$ cat config.mk
export PLATFORM = sky130hd
export DESIGN_NAME = laser_slot_scheduler
export DESIGN_NICKNAME = d
export VERILOG_FILES = /design/src/rtl/laser_slot_scheduler.sv
export SDC_FILE = /design/constraint.sdc
export NUM_CORES = 1
export LEC_CHECK = 0
export CORE_MARGIN = 2
export CORE_UTILIZATION = 50
export CTS_CLUSTER_DIAMETER = 50
export CTS_CLUSTER_SIZE = 28
export DETAILED_ROUTE_END_ITERATION = 10
export PLACE_DENSITY = 0.81
export SYNTH_ARGS = -nofsm -noshare
export SYNTH_HDL_FRONTEND = slang
export SYNTH_SLANG_ARGS = --single-unit
$ cat constraint.sdc
create_clock -name clk -period 4 [get_ports clk]
set_input_delay 1 -clock clk [delete_from_list [all_inputs] [get_ports clk]]
set_output_delay 1 -clock clk [all_outputs]
set_load 0.01 [all_outputs]
$ cat src/rtl/laser_slot_scheduler.sv
// Round-robin launch arbiter for a pool of laser engines, with tick-based cooldown between shots.
// Optional held-fire repeat is enabled by defining LASER_SCHED_AUTOFIRE_EN.
module laser_slot_scheduler #(
    parameter int NUM_SLOTS      = 3,
    parameter int COOLDOWN_TICKS = 20,
    parameter int CD_WIDTH       = 8
) (
    input  logic                 clk,
    input  logic                 reset,
    input  logic                 enable,
    input  logic                 fire,
    input  logic [9:0]           gunPosition,
    input  logic [NUM_SLOTS-1:0] slotDone,
    output logic [NUM_SLOTS-1:0] launch,
    output logic [9:0]           launchX,
    output logic [NUM_SLOTS-1:0] slotBusy,
    output logic                 fireDenied,
    output logic [15:0]          shotsFired
);
    localparam int PTR_W = (NUM_SLOTS > 1) ? $clog2(NUM_SLOTS) : 1;

    logic [NUM_SLOTS-1:0] r_launch;
    logic [NUM_SLOTS-1:0] r_busy;
    logic [9:0]           r_launch_x;
    logic                 r_denied;
    logic                 r_fire_q;
    logic [15:0]          r_shots;
    logic [CD_WIDTH-1:0]  r_cd;
    logic [PTR_W-1:0]     r_ptr;

    logic                 w_found_hi;
    logic                 w_found_lo;
    logic [PTR_W-1:0]     w_idx_hi;
    logic [PTR_W-1:0]     w_idx_lo;
    logic                 w_found;
    logic [PTR_W-1:0]     w_sel_idx;
    logic [NUM_SLOTS-1:0] w_sel_onehot;
    logic [PTR_W-1:0]     w_ptr_next;
    logic                 w_cd_zero;
    logic                 w_rise;
    logic                 w_req;
    logic                 w_grant;
    logic                 w_deny;

    // Lowest free slot at or above the pointer wins; otherwise wrap to the lowest free slot below it.
    always_comb begin
        w_found_hi = 1'b0;
        w_found_lo = 1'b0;
        w_idx_hi   = '0;
        w_idx_lo   = '0;
        for (int i = NUM_SLOTS - 1; i >= 0; i--) begin
            if (!r_busy[i]) begin
                if (PTR_W'(i) >= r_ptr) begin
                    w_found_hi = 1'b1;
                    w_idx_hi   = PTR_W'(i);
                end else begin
                    w_found_lo = 1'b1;
                    w_idx_lo   = PTR_W'(i);
                end
            end
        end
        w_found   = w_found_hi | w_found_lo;
        w_sel_idx = w_found_hi ? w_idx_hi : w_idx_lo;
    end

    assign w_sel_onehot = NUM_SLOTS'(1) << w_sel_idx;
    assign w_ptr_next   = (w_sel_idx == PTR_W'(NUM_SLOTS - 1)) ? '0 : w_sel_idx + 1'b1;
    assign w_cd_zero    = (r_cd == '0);
    assign w_rise       = fire & ~r_fire_q;

`ifdef LASER_SCHED_AUTOFIRE_EN
    assign w_req = w_rise | (fire & w_cd_zero & w_found);
`else
    assign w_req = w_rise;
`endif

    assign w_grant = w_req & w_cd_zero & w_found;
    // Held-fire retries never report a denial; only a fresh press does.
    assign w_deny  = w_rise & ~w_grant;

    always_ff @(posedge clk) begin
        if (reset) begin
            r_launch   <= '0;
            r_launch_x <= '0;
            r_busy     <= '0;
            r_denied   <= 1'b0;
            r_shots    <= '0;
            r_cd       <= '0;
            r_ptr      <= '0;
            r_fire_q   <= 1'b1;
        end else begin
            r_fire_q <= fire;
            r_denied <= w_deny;
            r_launch <= w_grant ? w_sel_onehot : '0;
            r_busy   <= (r_busy & ~slotDone) | (w_grant ? w_sel_onehot : '0);
            if (w_grant) begin
                r_launch_x <= gunPosition;
                r_ptr      <= w_ptr_next;
                r_cd       <= CD_WIDTH'(COOLDOWN_TICKS);
                if (r_shots != 16'hFFFF) begin
                    r_shots <= r_shots + 16'd1;
                end
            end else if (enable && !w_cd_zero) begin
                r_cd <= r_cd - 1'b1;
            end
        end
    end

    assign launch     = r_launch;
    assign launchX    = r_launch_x;
    assign slotBusy   = r_busy;
    assign fireDenied = r_denied;
    assign shotsFired = r_shots;

endmodule

==> reports/metrics.yaml <==
postSynthCellCount: 227
critPathKind: "input port to register"
grt-ovfl-total: 0
gp_congestion: 0.794
insertion_delay_ps: 300
synth_fp_nets: 247
synth_edf_count: 0
cts_buffer_depth: 2
ys.flop_type: "dfxtp_1"
grt_pass1_vias: 1665
final_cell_area_mm2: 0.00270
crit_chain: "clkdlybuf4s50_1 > nor3b_1 > nand4_2 > buf_4 > or2_1 > nor3_4 > mux2_1"
antenna_found_initial: 0
drv_slew: 0
period_share: 0.708
port_buffers: 49
avgRoutedWirePerCell_um: 13.3
hpwl_mm: 3.11
post_cts_resized: 0
initial_utilization: 0.511
rsz0062_at_grt: "no"
post-route-drc-count: 0
nets: 297
synth_seq_area_share: 0.437
final_hold_viol_count: 0
num-fill-cells: 309
start_kind: "input port"
crit_fanout: 24
cts_tree: "yes"
critical_path_buf_inv_count: 2
holdCritPathClass: "register to register"
slowest_stage: "clkdlybuf4s50_1"
worstMarginPinSlew_ps: 795
synth_cell_type_count: 47
drtAntennaViolNets: 0
antenna-diode-count: 0
core_mm2: 0.00394
fin_skew_ps: 3.25
slowest_delay_ps: 500
drive_gt1_frac: 0.0863
first_pass_iters: 4
cts_sinks: 44
endpoint_kind: "register"
track_usage: 0.214
maxCapViolations: 0
postCtsHoldBufs: 0
synthArstFlopShare: 0
crit_arrival_ps: 3020
critPathTopFamily: "simple AND/OR/NAND/NOR gates"
r2r_slack_ps: 1740
grt_pass1_wl_mm: 7.40
dieArea_mm2: 0.00456
hold_path_startpoint: "launchX[4]$_SDFFE_PP0P_"
post-cts-setup-buffer-count: 0
post-route-util: 0.685
p_per_area_mw_per_mm2: 491
status: "complete, no violations"
area_delta_synth_final_pct: 34.0
grt_start_max_net_pins: 25
cp.required_ps: 4190
ir_worst_vdd_v: 0.000297
place_area_mm2: 0.00254
layout_commonest_cell: "clkdlybuf4s50_1"
power.leakage_uw: 0.000935
finalSetupViolCount: 0
die_w_um: 67.5
die_h_um: 67.5
syn_area_per_cell_um2: 8.88
ys_seq_elements: 44
min_period_ps: 2830
crit_cells: 7
crit_end: "shotsFired[13]$_SDFFE_PP0P_"
drt-initial-drc-count: 116
finalSetupTns_ps: 0
htree_levels: 2
startpoint: "fire"
synth_area_mm2: 0.00202
num_vias: 1785
max_freq_ghz: 0.353
viasPerCell: 5.44
ctsRootBufferMaster: "clkbuf_8"
worstRegToRegCells: 8
r2r_end: "shotsFired[13]$_SDFFE_PP0P_"
slew_headroom: 0.468
layout_common_cells: "clkdlybuf4s50_1 (49), dfxtp_1 (44), nand2_1 (33), nor2_1 (21), a21oi_1 (20)"
io_pins: 50
fp-row-count: 23
cts_buffers: 5
routed_wl_mm: 4.36
synth_warnings: 0
cts.clk_slew.worst_paths_ps: 80
r2r-start: "r_cd[0]$_SDFFE_PP0P_"
-- worst min-delay path: stages, from the launching register on --
cell	delay (ps)
dfxtp_1	310
nand2_1	50
a21oi_1	50
-- cell usage after synthesis, types with 3 or more instances --
cell type | instances | area, um2
nand2_1 | 33 | 124
clkbuf_1 | 6 | 22.5
nand3b_1 | 3 | 22.5
nor3b_1 | 4 | 30.0
nand4_1 | 5 | 31.3
a211oi_1 | 3 | 22.5
ha_1 | 3 | 37.5
nor3_2 | 3 | 30.0
xor2_1 | 3 | 26.3
nor4_1 | 3 | 18.8
xnor2_1 | 10 | 87.6
nor3_1 | 8 | 40.0
nor2b_1 | 3 | 18.8
or3_1 | 3 | 18.8
nand3_1 | 5 | 25.0
dfxtp_1 | 44 | 881
inv_1 | 3 | 11.3
a21oi_1 | 20 | 100
nand2b_1 | 3 | 18.8
nor2_1 | 21 | 78.8
and3_1 | 3 | 18.8
o21ai_0 | 5 | 25.0
-- final cells by class --
cell class | count | area, um2 | share of cell area
sequential | 44 | 881 | 0.326
clock buffer | 5 | 68.8 | 0.0255
clock inverter | 3 | 90.1 | 0.0333
tap | 50 | 62.6 | 0.0232
multi-input combinational | 170 | 1070 | 0.395
timing repair buffer | 53 | 520 | 0.193
inverter | 3 | 11.3 | 0.00417
-- report_power, final --
part	switching [uW]	internal, uW
Sequential	54.8	485
Combinational	167	153
Clock	155	312
-- per-stage QoR --
| stage | setup slack (ps) | power, uW | cells | hold WS [ps] |
|---|---|---|---|---|
| after global placement | 879 | 865 | 320 | 438 |
| after floorplan | 1590 | 791 | 227 | 415 |
| after CTS | 1160 | 1340 | 328 | 455 |
| after global routing | 1020 | 1410 | 328 | 481 |
| final | 1170 | 1330 | 328 | 454 |
| after detailed placement | 846 | 874 | 320 | 443 |
-- flip-flops by register name, indices dropped and copies added, names as in the netlist --
signal,flops
slotBusy,3
r_cd,8
launch,3
shotsFired,16
r_fire_q,1
fireDenied,1
r_ptr,2
launchX,10
-- worst min-delay path by stage --
| stage | to | depth (start not counted) | slack [ps] |
|---|---|---|---|
| 6_report | launchX[4]$_SDFFE_PP0P_ | 2 | 450 |
| 5_1_grt | launchX[4]$_SDFFE_PP0P_ | 2 | 480 |
| 4_1_cts | launchX[4]$_SDFFE_PP0P_ | 2 | 460 |
| 3_5_place_dp | fireDenied$_SDFF_PP0_ | 1 | 440 |
| 3_3_place_gp | launchX[9]$_SDFFE_PP0P_ | 2 | 440 |
| 2_1_floorplan | fireDenied$_SDFF_PP0_ | 1 | 420 |
-- layer usage --
metal / track usage / vias up / routed length, um
li1: - / 902 / -
met1: 0.283 / 823 / 2000
met2: 0.328 / 53 / 2030
met3: 0.0617 / 7 / 276
met4: 0.0816 / 0 / 57
met5: 0 / - / 0
-- logic make-up after synthesis --
kind of cell / synth area share
adders and majority gates: 0.0186
AOI/OAI and AO/OA: 0.105
DFF: 0.437
muxes: 0.0161
and+or+nand+nor: 0.333
buffers and inverters: 0.0335
xor gates and xnor gates: 0.0565
(Power assumes the default switching activity.)
